### src/rtl/control_unit.sv
// control_unit: multi-cycle FETCH/DECODE/EXECUTE sequencer for a small
// LC-3-style datapath. It owns PC, IR and the condition codes, issues
// instruction fetches, and steers an external ALU and register file.
module control_unit (
    input  logic        clk,
    input  logic        rst,
    output logic        imem_req,
    output logic [5:0]  imem_addr,
    input  logic        imem_ready,
    input  logic [15:0] imem_data,
    output logic [1:0]  alu_op,
    output logic [1:0]  source_sel,
    output logic [5:0]  ins_immediate,
    output logic [5:0]  pc,
    input  logic [7:0]  alu_result,
    output logic [2:0]  sr1_addr,
    output logic [2:0]  sr2_addr,
    output logic [2:0]  dr_addr,
    output logic        rf_we,
    output logic [2:0]  cc,
    output logic        retire,
    output logic        halted
);

    typedef enum logic [1:0] {
        S_FETCH,
        S_DECODE,
        S_EXECUTE,
        S_HALT
    } state_t;

    localparam logic [3:0] OP_ADD  = 4'b0000;
    localparam logic [3:0] OP_AND  = 4'b0001;
    localparam logic [3:0] OP_NOT  = 4'b0010;
    localparam logic [3:0] OP_LEA  = 4'b0011;
    localparam logic [3:0] OP_BR   = 4'b0100;
    localparam logic [3:0] OP_HALT = 4'b1111;

    localparam logic [1:0] ALU_ADD = 2'b00;
    localparam logic [1:0] ALU_AND = 2'b01;
    localparam logic [1:0] ALU_NOT = 2'b10;

    localparam logic [1:0] SRC_IMM = 2'b00;
    localparam logic [1:0] SRC_PC  = 2'b01;
    localparam logic [1:0] SRC_REG = 2'b10;

    state_t      state_q, state_d;
    logic [5:0]  pc_q, pc_d;
    logic [15:0] ir_q, ir_d;
    logic [2:0]  cc_q, cc_d;
    logic        imem_req_q, imem_req_d;
    logic        rf_we_q, rf_we_d;
    logic        retire_q, retire_d;
    logic        halted_q, halted_d;

    logic [3:0]  opcode;
    logic        op_writes;
    logic        op_sets_cc;
    logic        br_taken;

    assign opcode     = ir_q[15:12];
    assign op_writes  = (opcode == OP_ADD) || (opcode == OP_AND) ||
                        (opcode == OP_NOT) || (opcode == OP_LEA);
    assign op_sets_cc = (opcode == OP_ADD) || (opcode == OP_AND) ||
                        (opcode == OP_NOT);
    assign br_taken   = (opcode == OP_BR) && ((ir_q[11:9] & cc_q) != 3'b000);

    // ALU steering decoded from the held IR; meaningful in DECODE and EXECUTE
    always_comb begin
        alu_op     = ALU_ADD;
        source_sel = SRC_IMM;
        case (opcode)
            OP_ADD: begin
                alu_op     = ALU_ADD;
                source_sel = ir_q[5] ? SRC_IMM : SRC_REG;
            end
            OP_AND: begin
                alu_op     = ALU_AND;
                source_sel = ir_q[5] ? SRC_IMM : SRC_REG;
            end
            OP_NOT: begin
                alu_op     = ALU_NOT;
                source_sel = ir_q[5] ? SRC_IMM : SRC_REG;
            end
            OP_LEA: begin
                alu_op     = ALU_ADD;
                source_sel = SRC_PC;
            end
            default: begin
                alu_op     = ALU_ADD;
                source_sel = SRC_IMM;
            end
        endcase
    end

    // Next-state, architectural state and registered-output computation.
    // Outputs are derived from the next state so they line up with the
    // state they describe once registered.
    always_comb begin
        state_d = state_q;
        pc_d    = pc_q;
        ir_d    = ir_q;
        cc_d    = cc_q;
        case (state_q)
            S_FETCH: begin
                if (imem_ready) begin
                    ir_d    = imem_data;
                    pc_d    = pc_q + 6'd1;
                    state_d = S_DECODE;
                end
            end
            S_DECODE: begin
                state_d = S_EXECUTE;
            end
            S_EXECUTE: begin
                state_d = (opcode == OP_HALT) ? S_HALT : S_FETCH;
                if (op_sets_cc) begin
                    if (alu_result[7])
                        cc_d = 3'b100;
                    else if (alu_result == 8'h00)
                        cc_d = 3'b010;
                    else
                        cc_d = 3'b001;
                end
                if (br_taken)
                    pc_d = pc_q + ir_q[5:0];
            end
            S_HALT: begin
                state_d = S_HALT;
            end
            default: begin
                state_d = S_FETCH;
            end
        endcase

        imem_req_d = (state_d == S_FETCH);
        // ir_d equals ir_q on the DECODE->EXECUTE transition, so op_writes applies
        rf_we_d    = (state_d == S_EXECUTE) && op_writes;
        retire_d   = (state_d == S_EXECUTE);
        halted_d   = (state_d == S_HALT);
    end

    // Single state register; reset leaves the unit ready to fetch from 0
    always_ff @(posedge clk or posedge rst) begin
        if (rst) begin
            state_q    <= S_FETCH;
            pc_q       <= '0;
            ir_q       <= '0;
            cc_q       <= 3'b010;
            imem_req_q <= 1'b1;
            rf_we_q    <= 1'b0;
            retire_q   <= 1'b0;
            halted_q   <= 1'b0;
        end else begin
            state_q    <= state_d;
            pc_q       <= pc_d;
            ir_q       <= ir_d;
            cc_q       <= cc_d;
            imem_req_q <= imem_req_d;
            rf_we_q    <= rf_we_d;
            retire_q   <= retire_d;
            halted_q   <= halted_d;
        end
    end

    assign imem_req      = imem_req_q;
    assign imem_addr     = pc_q;
    assign pc            = pc_q;
    assign ins_immediate = ir_q[5:0];
    assign sr1_addr      = ir_q[8:6];
    assign sr2_addr      = ir_q[2:0];
    assign dr_addr       = ir_q[11:9];
    assign rf_we         = rf_we_q;
    assign cc            = cc_q;
    assign retire        = retire_q;
    assign halted        = halted_q;

endmodule

### config.mk
export PLATFORM = sky130hd
export DESIGN_NAME = control_unit
export DESIGN_NICKNAME = d
export VERILOG_FILES = /design/src/rtl/control_unit.sv
export SDC_FILE = /design/constraint.sdc
export NUM_CORES = 1
export LEC_CHECK = 0
export ABC_CLOCK_PERIOD_IN_PS = 2300
export BUFFER_PORTS_ARGS = -buffer_cell sky130_fd_sc_hd__buf_2
export CAP_MARGIN = 20
export CORE_ASPECT_RATIO = 0.6
export CORE_MARGIN = 4
export CORE_UTILIZATION = 45
export CTS_BUF_LIST = sky130_fd_sc_hd__clkbuf_16
export CTS_CLUSTER_DIAMETER = 50
export DETAILED_ROUTE_END_ITERATION = 6
export GPL_ROUTABILITY_DRIVEN = 1
export MAX_ROUTING_LAYER = met4
export PLACE_DENSITY_LB_ADDON = 0.15
export SLEW_MARGIN = 30
export SYNTH_ARGS = -nofsm -noshare
export SYNTH_HDL_FRONTEND = slang
export SYNTH_SLANG_ARGS = --single-unit
### constraint.sdc
create_clock -name clk -period 2.3 [get_ports clk]
set_input_delay 0.115 -clock clk [delete_from_list [all_inputs] [get_ports clk]]
set_output_delay 0.115 -clock clk [all_outputs]
set_load 0.05 [all_outputs]
==> metrics.md, run 1 <==
| Metric | Value |
|---|---|
| Status | `complete, no violations` |
| Register-to-register setup slack | `170 ps` |
| Yosys reg bits | `31` |
| Clk sink count | `31` |
| Multi-input gate area | `744 µm²` |
| Clk buf depth | `2` |
| Register area share after synthesis | `45.5%` |
| Maximum number of pins on one net before global-route repair | `32` |
| Ys async rst share | `100%` |
| Commonest non-fill, non-tap cell in the layout | `buf_2` |
| Ys flop type | `dfrtp_1` |
| Clk_lat worst skew | `approximately 270 ps` |
| First-pass DRT Iterations | `4` |
| Die H | `55.7 µm` |
| Library cells used by synthesis | `37` |
| First-pass GRT wire length | `between 6000 and 7000 µm` |
| Number of global-route vias before repair | `1,379` |
| Chip width | `just under 90 µm` |
| Slew @ Worst Pin | `556 ps` |
| Syn_area_per_cell | `~9.7 µm²` |
| GRT overflow | `0` |
| Tmin final | `2130 ps` |
| CTS clock-pin slew for the worst setup and hold paths | `approximately 50 ps` |
| Total Wirelength | `4040 µm` |
| Violation count after the first detailed-route iteration | `34` |
| CP Max Fanout | `3` |
| Crit end category | `register` |
| Crit start category | `register` |
| Setup_tns | `0 ps` |
| EDFF count, synth | `0` |
| Post-route DRC | `0` |
| Floorplan row count | `17` |
| Hold Vio Cnt, Final | `0` |
| Initial core utilization | `around 47%` |
| Crit path max-delay family | `adder cells` |
| Tcrit/Tclk final | `92.8%` |
| DR vias/cell | `4.97` |
| Max Cap Viol | `0` |
| Crit path depth | `8` |
| # diodes | `0` |
| Fmax | `~470 MHz` |
| CTS tree | `built` |
| DIE AREA | `0.00488 mm²` |
| Resized cells post-CTS | `0` |
| Crit-path cells | `and2b_1 > nand2b_1 > ha_1 > fa_1 > a21o_1 > a21oi_1 > xnor2_1 > mux2_4` |
| Total GRT Usage | `between 10% and 20%` |
| Endpoints failing setup | `0` |
| Final GP Congestion | `0.757` |
| Slowest cell delay on critical path | `430 ps` |
| Filler instances | `about 340` |
| CTS Root Cell | `clkbuf_16` |
| TritonCTS Buffers | `5` |
| CP Class | `register to register` |
| R2R cell count | `8` |
| Slowest CP cell | `fa_1` |
| Reg2reg end | `imem_addr[4]$_DFFE_PP0P_` |
| Area grow syn2layout | `23.4%` |
| Core Region | `0.00366 mm²` |
| Post-DRT Antenna Nets | `0` |
| Number of antenna violations at the first check in global routing | `0` |
| Crit. Startpoint | `state_q[0]$_DFF_PP0_` |
| Avg WL per Cell | `14.5 µm` |
| H-tree Lvls | `2` |
| Register area | `778 µm²` |
| HP Class | `primary input to register` |
| Ys Warns | `0` |
| RSZ-0062 raised after global routing | `false` |
| Syn Nets | `210` |
| Hpwl dp | `between 3000 and 4000 µm` |
| Relative slew slack | `62.9%` |
| Synthesized area | `0.00171 mm²` |
| Skew final | `5.08 ps` |
| Commonest non-fill, non-tap cells in the layout | `64 x buf_2, 54 x nand2_1, 29 x dfrtp_1, 8 x nor2_1, 7 x buf_4` |
| Post-synthesis cell count | `177` |
| Io pins | `65` |
| PortBufs | `64` |
| Critical Path AT | `2290 ps` |
| Layout cell share with drive strength beyond 1 | `38.5%` |
| Launch point of the worst reg-to-reg path | `state_q[0]$_DFF_PP0_` |
| Pins Over Slew Limit | `0` |
| Worst setup path endpoint | `imem_addr[4]$_DFFE_PP0P_` |
| Crit path buf inv count | `0` |
| CP Data Required Time | `around 2500 ps` |
| Nets | `264` |
| DR vias | `1,383` |
==> routing by layer <==
layer | vias to the layer above | routed length [µm] | GRT usage, % | part of all wire [%]
met5 | - | 0 | - | 0
met4 | 0 | 77 | 7.44 | 1.9
met3 | 14 | 338 | 5.92 | 8.4
met2 | 59 | 1810 | 27.3 | 45
met1 | 638 | 1800 | 23.1 | 45
li1 | 672 | - | - | -
==> cell usage after synthesis (2+ instances only) <==
cell type	instances	area, µm²
ha_1	5	62.6
nand2b_1	2	12.5
dfrtp_1	29	726
clkbuf_1	2	7.51
or4_1	3	22.5
mux2_4	3	45.0
buf_4	21	158
a21oi_1	4	20.0
nor4b_1	2	17.5
dfstp_2	2	52.6
inv_1	3	11.3
and2_1	5	31.3
nand2_1	54	203
buf_2	2	10.0
a21o_1	2	15.0
o211ai_1	2	15.0
nand3_1	5	25.0
xnor2_1	3	26.3
nor2_1	8	30.0
mux2_2	3	33.8
==> worst min path at each step <==
stage / from / to / slack, ps / depth (start not counted)
6_report: imem_data[10] / ir_q[10]$_DFFE_PP0P_ / 30 / 3
5_1_grt: imem_data[6] / ir_q[6]$_DFFE_PP0P_ / 30 / 3
4_1_cts: imem_data[6] / ir_q[6]$_DFFE_PP0P_ / 30 / 3
3_5_place_dp: rst / ir_q[6]$_DFFE_PP0P_ / 220 / 3
3_3_place_gp: rst / ir_q[6]$_DFFE_PP0P_ / 210 / 3
2_1_floorplan: alu_result[7] / cc[0]$_DFFE_PP0P_ / 210 / 1
==> state kept, by name, indices dropped and copies added (netlist names) <==
name and count:
cc 3, halted 1, imem_addr 6, imem_req 1, ir_q 16, retire 1
rf_we 1, state_q 2
==> tightest hold or removal path: stages <==
cell and delay [ps]:
buf_2 70, nand2_1 40, nand2_1 40
==> cell type report <==
type	instances	area share (%)
Sequential cell	31	36.9
Inverter	3	0.534
Tap cell	47	2.79
Timing Repair Buffer	72	18.1
Clock buffer	5	5.93
Multi-Input combinational cell	118	35.3
Clock inverter	2	0.415
==> what timing repair did <==
action                                 4_1_cts  5_1_grt
setup buffers                                0        0
hold buffers                                 1        0
endpoints found under the hold margin       29        0
==> kinds of logic (layout without fill, tap and decap cells) <==
group           after synthesis  in the layout  share of synthesized area [%]
compound gates               15             15                           7.32
xor+xnor                      4              4                           2.05
fa+ha+maj                     6              6                           4.83
buf+inv                      28             82                           10.9
flops                        31             31                           45.5
mux                           6              6                           4.61
simple gates                 87             87                           24.7
==> per-stage QoR <==
stage                     std cells  setup WS [ps]  area, µm²  hold WS [ps]  util [%]
after detailed placement        270            195       1970           219      53.7
after CTS                       278            164       2110          29.5      57.7
after global placement          270            243       1970           210      53.7
final                           278            167       2110          30.3      57.7
after global routing            278           62.4       2110          29.4      57.7
after floorplan                 177           67.8       1710           214         -
Power of run 1 is left out: the tool's default activity adds up to more than one toggle a clock period on the data nets, which glitch-free logic cannot reach.
==> inputs of run 2 (changes only) <==
Settings changed: RECOVER_POWER set to 25.
==> metrics.md, run 2 (same netlist as run 1, synthesis figures left out) <==
| Metric | Value |
|---|---|
| Hpwl dp | `3060 µm (unchanged)` |
| CP Data Required Time | `2450 ps (about the same)` |
| Tmin final | `2130 ps (about the same)` |
| Register bank with the most flops | `ir_q (unchanged)` |
| Commonest non-fill, non-tap cells in the layout | `64 x buf_2, 54 x nand2_1, 29 x dfrtp_1, 8 x nor2_1 (was 64 x buf_2, 54 x nand2_1, 29 x dfrtp_1, 8 x nor2_1, 7 x buf_4)` |
| Slew @ Worst Pin | `764 ps (was 556 ps)` |
| Relative slew slack | `49.1% (was 62.9%)` |
| Endpoints failing setup | `0 (unchanged)` |
| Crit end category | `register (unchanged)` |
| CTS Root Cell | `clkbuf_16 (unchanged)` |
| CTS tree | `built (unchanged)` |
| Total GRT Usage | `18.3% (unchanged)` |
| Chip width | `87.6 µm (unchanged)` |
| Number of global-route vias before repair | `1,379 (unchanged)` |
| Fmax | `470 MHz (was 469 MHz)` |
| Launch point of the worst reg-to-reg path | `state_q[0]$_DFF_PP0_ (unchanged)` |
| H-tree Lvls | `2 (unchanged)` |
| Status | `complete, no violations (unchanged)` |
| Max reg flops | `16 (unchanged)` |
| Tcrit/Tclk final | `92.5% (was 92.8%)` |
| R2R cell count | `8 (unchanged)` |
| HP Class | `primary input to register (unchanged)` |
| Clk_lat worst skew | `270 ps (about the same)` |
| Total Wirelength | `4000 µm (was 4040 µm)` |
| Register-to-register setup slack | `170 ps (about the same)` |
| Hold worst-path end | `ir_q[10]$_DFFE_PP0P_ (unchanged)` |
| DR vias/cell | `4.98 (was 4.97)` |
| Clk sink count | `31 (unchanged)` |
| PortBufs | `64 (unchanged)` |
| Post-DRT Antenna Nets | `0 (unchanged)` |
| RSZ-0062 raised after global routing | `false (unchanged)` |
| Reg2reg end | `imem_addr[4]$_DFFE_PP0P_ (unchanged)` |
| Violation count after the first detailed-route iteration | `57 (was 34)` |
| Final GP Congestion | `0.757 (unchanged)` |
| Number of antenna violations at the first check in global routing | `0 (unchanged)` |
| Clk buf depth | `2 (unchanged)` |
| Crit start category | `register (unchanged)` |
| DR vias | `1,385 (was 1,383)` |
| Setup_tns | `0 ps (unchanged)` |
| Crit path max-delay family | `adder cells (unchanged)` |
| Area grow syn2layout | `23.1% (was 23.4%)` |
| First-pass DRT Iterations | `6 (was 4)` |
| TritonCTS Buffers | `5 (unchanged)` |
| DIE AREA | `0.00488 mm² (unchanged)` |
| Avg WL per Cell | `14.4 µm (was 14.5 µm)` |
| Critical Path AT | `2280 ps (was 2290 ps)` |
| GRT overflow | `0 (unchanged)` |
| Slowest cell delay on critical path | `430 ps (about the same)` |
| Layout cell share with drive strength beyond 1 | `38.1% (was 38.5%)` |
| Max Cap Viol | `0 (unchanged)` |
| Skew final | `4.77 ps (was 5.08 ps)` |
| Crit path buf inv count | `0 (unchanged)` |
| First-pass GRT wire length | `6670 µm (unchanged)` |
| Slowest CP cell | `fa_1 (unchanged)` |
| CP Class | `register to register (unchanged)` |
| Floorplan row count | `17 (unchanged)` |
| Hold_sp | `imem_data[10] (unchanged)` |
| Hold Vio Cnt, Final | `0 (unchanged)` |
| Initial core utilization | `46.7% (unchanged)` |
| Crit path depth | `8 (unchanged)` |
| Resized cells post-CTS | `0 (unchanged)` |
| Post-route DRC | `0 (unchanged)` |
| Hold depth | `3 (unchanged)` |
| Crit-path cells | `and2b_1 > nand2b_1 > ha_1 > fa_1 > a21o_1 > a21oi_1 > xnor2_1 > mux2_4 (unchanged)` |
| Die H | `55.7 µm (unchanged)` |
| # diodes | `0 (unchanged)` |
| Pins Over Slew Limit | `0 (unchanged)` |
| CTS clock-pin slew for the worst setup and hold paths | `50 ps (about the same)` |
| Maximum number of pins on one net before global-route repair | `32 (unchanged)` |
| Core Region | `0.00366 mm² (unchanged)` |
| Io pins | `65 (unchanged)` |
| Commonest non-fill, non-tap cell in the layout | `buf_2 (unchanged)` |
| CP Max Fanout | `3 (unchanged)` |
| Nets | `264 (unchanged)` |
[run 2: what timing repair did]
action,CTS,global route
hold buffers,1,0
buffers inserted,0,0
endpoints found under the hold margin,29,0
[run 2: worst register-to-register path: stages, from the launching register on]
cell and delay [ps]:
dfrtp_1 370, and2b_1 230, nand2b_1 70, ha_1 210, fa_1 430, a21o_1 210, a21oi_1 160, xnor2_1 80
mux2_4 250
[run 2: layout make-up]
type | instances | area (µm²)
Clock inverter | 2 | 8.76
Tap cell | 47 | 58.8
Timing Repair Buffer | 72 | 377
Clock buffer | 5 | 125
Sequential cell | 31 | 778
Multi-Input combinational cell | 118 | 744
Inverter | 3 | 11.3
Fill cell | 337 | 1560
[run 2: worst max-delay path by stage]
stage / startpoint / end / slack, ps
2_1_floorplan: ir_q[14]$_DFFE_PP0P_ / alu_op[0] / 70
3_3_place_gp: state_q[0]$_DFF_PP0_ / imem_addr[4]$_DFFE_PP0P_ / 240
3_5_place_dp: state_q[0]$_DFF_PP0_ / imem_addr[4]$_DFFE_PP0P_ / 190
4_1_cts: state_q[0]$_DFF_PP0_ / imem_addr[4]$_DFFE_PP0P_ / 160
5_1_grt: state_q[1]$_DFF_PP0_ / imem_addr[5]$_DFFE_PP0P_ / 60
6_report: state_q[0]$_DFF_PP0_ / imem_addr[4]$_DFFE_PP0P_ / 170
[run 2: metrics by stage]
step | util, % | instance area (µm²) | setup WS (ps) | hold WS (ps) | cells
floorplan | - | 1710 | 67.8 | 214 | 177
global placement | 53.7 | 1970 | 243 | 210 | 270
detailed placement | 53.7 | 1970 | 195 | 219 | 270
CTS | 57.7 | 2110 | 164 | 29.5 | 278
global route | 57.5 | 2100 | 62.4 | 29.4 | 278
finish | 57.5 | 2100 | 172 | 31.3 | 278
[run 2: metal layers]
metal	share of wire, %	GRT usage, %	vias up
met4	1.6	7.44	0
met5	0	-	-
met1	44	23.1	646
met2	46	27.3	58
met3	8.4	5.92	8
li1	-	-	673
Power of run 2 is left out for the same reason.
==> inputs of run 3 (changes only) <==
--- a/config.mk
+++ b/config.mk
@@ -11,5 +11,5 @@
 export CORE_ASPECT_RATIO = 0.6
 export CORE_MARGIN = 4
-export CORE_UTILIZATION = 45
+export CORE_UTILIZATION = 30
 export CTS_BUF_LIST = sky130_fd_sc_hd__clkbuf_16
 export CTS_CLUSTER_DIAMETER = 50
==> constraint.sdc (replaced) <==
create_clock -name clk -period 2.3 [get_ports clk]
set_input_delay 0.46 -clock clk [delete_from_list [all_inputs] [get_ports clk]]
set_output_delay 0.46 -clock clk [all_outputs]
set_load 0.05 [all_outputs]
==> metrics.md, run 3 (same netlist as run 1, synthesis figures left out) <==
| Metric | Value |
|---|---|
| Status | `complete, but fails checks (was complete, no violations)` |
| HP Class | `primary input to register (unchanged)` |
| Failing checks | `max-capacitance violations, max-slew violations` |
| Slew @ Worst Pin | `1660 ps (was 764 ps)` |
| Fmax | `474 MHz (was 470 MHz)` |
| Crit. Startpoint | `state_q[0]$_DFF_PP0_ (unchanged)` |
| H-tree Lvls | `2 (unchanged)` |
| Hold Vio Cnt, Final | `0 (unchanged)` |
| Final GP Congestion | `0.719 (was 0.757)` |
| Die H | `66.5 µm (was 55.7 µm)` |
| DR vias | `1,332 (was 1,385)` |
| Clk_lat worst skew | `270 ps (about the same)` |
| Register bank with the most flops | `ir_q (unchanged)` |
| Floorplan row count | `20 (was 17)` |
| First-pass GRT wire length | `6710 µm (was 6670 µm)` |
| Core Region | `0.00528 mm² (was 0.00366 mm²)` |
| Tcrit/Tclk final | `91.7% (was 92.5%)` |
| Area grow syn2layout | `25.0% (was 23.1%)` |
| Total Wirelength | `4000 µm (about the same)` |
| Layout cell share with drive strength beyond 1 | `38.1% (unchanged)` |
| Skew final | `3.42 ps (was 4.77 ps)` |
| Register-to-register setup slack | `190 ps (was 170 ps)` |
| Clk buf depth | `2 (unchanged)` |
| Post-CTS Setup Inserts | `0 (unchanged)` |
| Resized cells post-CTS | `0 (unchanged)` |
| Chip width | `105 µm (was 87.6 µm)` |
| Avg WL per Cell | `13.0 µm (was 14.4 µm)` |
| Finished Core Util | `40.5% (was 57.5%)` |
| Max reg flops | `16 (unchanged)` |
| RSZ-0062 raised after global routing | `false (unchanged)` |
| Commonest non-fill, non-tap cell in the layout | `buf_2 (unchanged)` |
| CP Data Required Time | `2460 ps (was 2450 ps)` |
| DR vias/cell | `4.32 (was 4.98)` |
| Launch point of the worst reg-to-reg path | `state_q[0]$_DFF_PP0_ (unchanged)` |
| CTS tree | `built (unchanged)` |
| Violation count after the first detailed-route iteration | `54 (was 57)` |
| Total GRT Usage | `12.9% (was 18.3%)` |
| Post-DRT Antenna Nets | `0 (unchanged)` |
| Setup_tns | `0 ps (unchanged)` |
| Clk sink count | `31 (unchanged)` |
| Final worst-path setup slack | `192 ps (was 172 ps)` |
| CTS Hold Bufs | `0 (was 1)` |
| CTS Root Cell | `clkbuf_16 (unchanged)` |
| # diodes | `0 (unchanged)` |
| Pre-CTS setup slack | `223 ps (was 195 ps)` |
| R2R cell count | `8 (unchanged)` |
| Pins Over Slew Limit | `32 (was 0)` |
| Post-route DRC | `0 (unchanged)` |
| First-pass DRT Iterations | `4 (was 6)` |
| Hpwl dp | `3010 µm (was 3060 µm)` |
| Number of global-route vias before repair | `1,340 (was 1,379)` |
| Crit start category | `register (unchanged)` |
| Hold worst-path end | `ir_q[2]$_DFFE_PP0P_ (was ir_q[10]$_DFFE_PP0P_)` |
| Max Cap Viol | `1 (was 0)` |
| CP Class | `register to register (unchanged)` |
| Commonest non-fill, non-tap cells in the layout | `64 x buf_2, 54 x nand2_1, 29 x dfrtp_1, 8 x nor2_1, 6 x buf_4 (was 64 x buf_2, 54 x nand2_1, 29 x dfrtp_1, 8 x nor2_1)` |
| CP Max Fanout | `3 (unchanged)` |
| Endpoints failing setup | `0 (unchanged)` |
| DIE AREA | `0.00701 mm² (was 0.00488 mm²)` |
| Crit end category | `register (unchanged)` |
| Maximum number of pins on one net before global-route repair | `32 (unchanged)` |
| PortBufs | `64 (unchanged)` |
| Hold depth | `3 (unchanged)` |
| Nets | `263 (was 264)` |
| Relative slew slack | `-10.7% (was 49.1%)` |
| CTS clock-pin slew for the worst setup and hold paths | `50 ps (about the same)` |
| Critical Path AT | `2270 ps (was 2280 ps)` |
| Initial core utilization | `32.4% (was 46.7%)` |
| Hold_sp | `imem_data[2] (was imem_data[10])` |
| Tmin final | `2110 ps (was 2130 ps)` |
| TritonCTS Buffers | `5 (unchanged)` |
| GRT overflow | `0 (unchanged)` |
| Reg2reg end | `imem_addr[4]$_DFFE_PP0P_ (unchanged)` |
| Io pins | `65 (unchanged)` |
| Number of antenna violations at the first check in global routing | `0 (unchanged)` |
-- run 3: metrics by stage --
stage	cells	hold slack, ps	cell area [µm²]
floorplan	177	447	1710
global placement	300	465	2000
detailed placement	300	464	2000
CTS	308	276	2140
global route	308	381	2140
finish	308	376	2140
-- run 3: final cells by class --
cell class / instances / area, µm²
clock buffer: 5 / 125
clock inverter: 3 / 12.5
fill: 546 / 3140
inverter: 3 / 11.3
multi-input combinational: 118 / 744
sequential: 31 / 778
tap: 77 / 96.3
timing repair buffer: 71 / 369
-- run 3: per-layer routing --
layer / vias to the layer above / global-route usage, % / share of wire [%]
met5: - / - / 0
met4: 0 / 6.38 / 2.1
met3: 8 / 3.58 / 5.5
met2: 36 / 17.3 / 40
met1: 611 / 17.6 / 52
li1: 677 / - / -
-- run 3: worst max path at each step --
stage | slack [ps] | to | cells past startpoint
detailed placement | 220 | imem_addr[4]$_DFFE_PP0P_ | 8
floorplan | -280 | alu_op[0] | 1
CTS | 190 | imem_addr[4]$_DFFE_PP0P_ | 8
global route | 70 | ir_q[15]$_DFFE_PP0P_ | 3
finish | 190 | imem_addr[4]$_DFFE_PP0P_ | 8
global placement | 230 | imem_addr[4]$_DFFE_PP0P_ | 8
-- run 3: critical path, stage by stage (launching register included) --
cell      delay [ps]
dfrtp_1          360
and2b_1          210
nand2b_1          60
ha_1             210
fa_1             420
a21o_1           200
a21oi_1          190
xnor2_1           90
mux2_4           250
Power of run 3 is left out for the same reason.
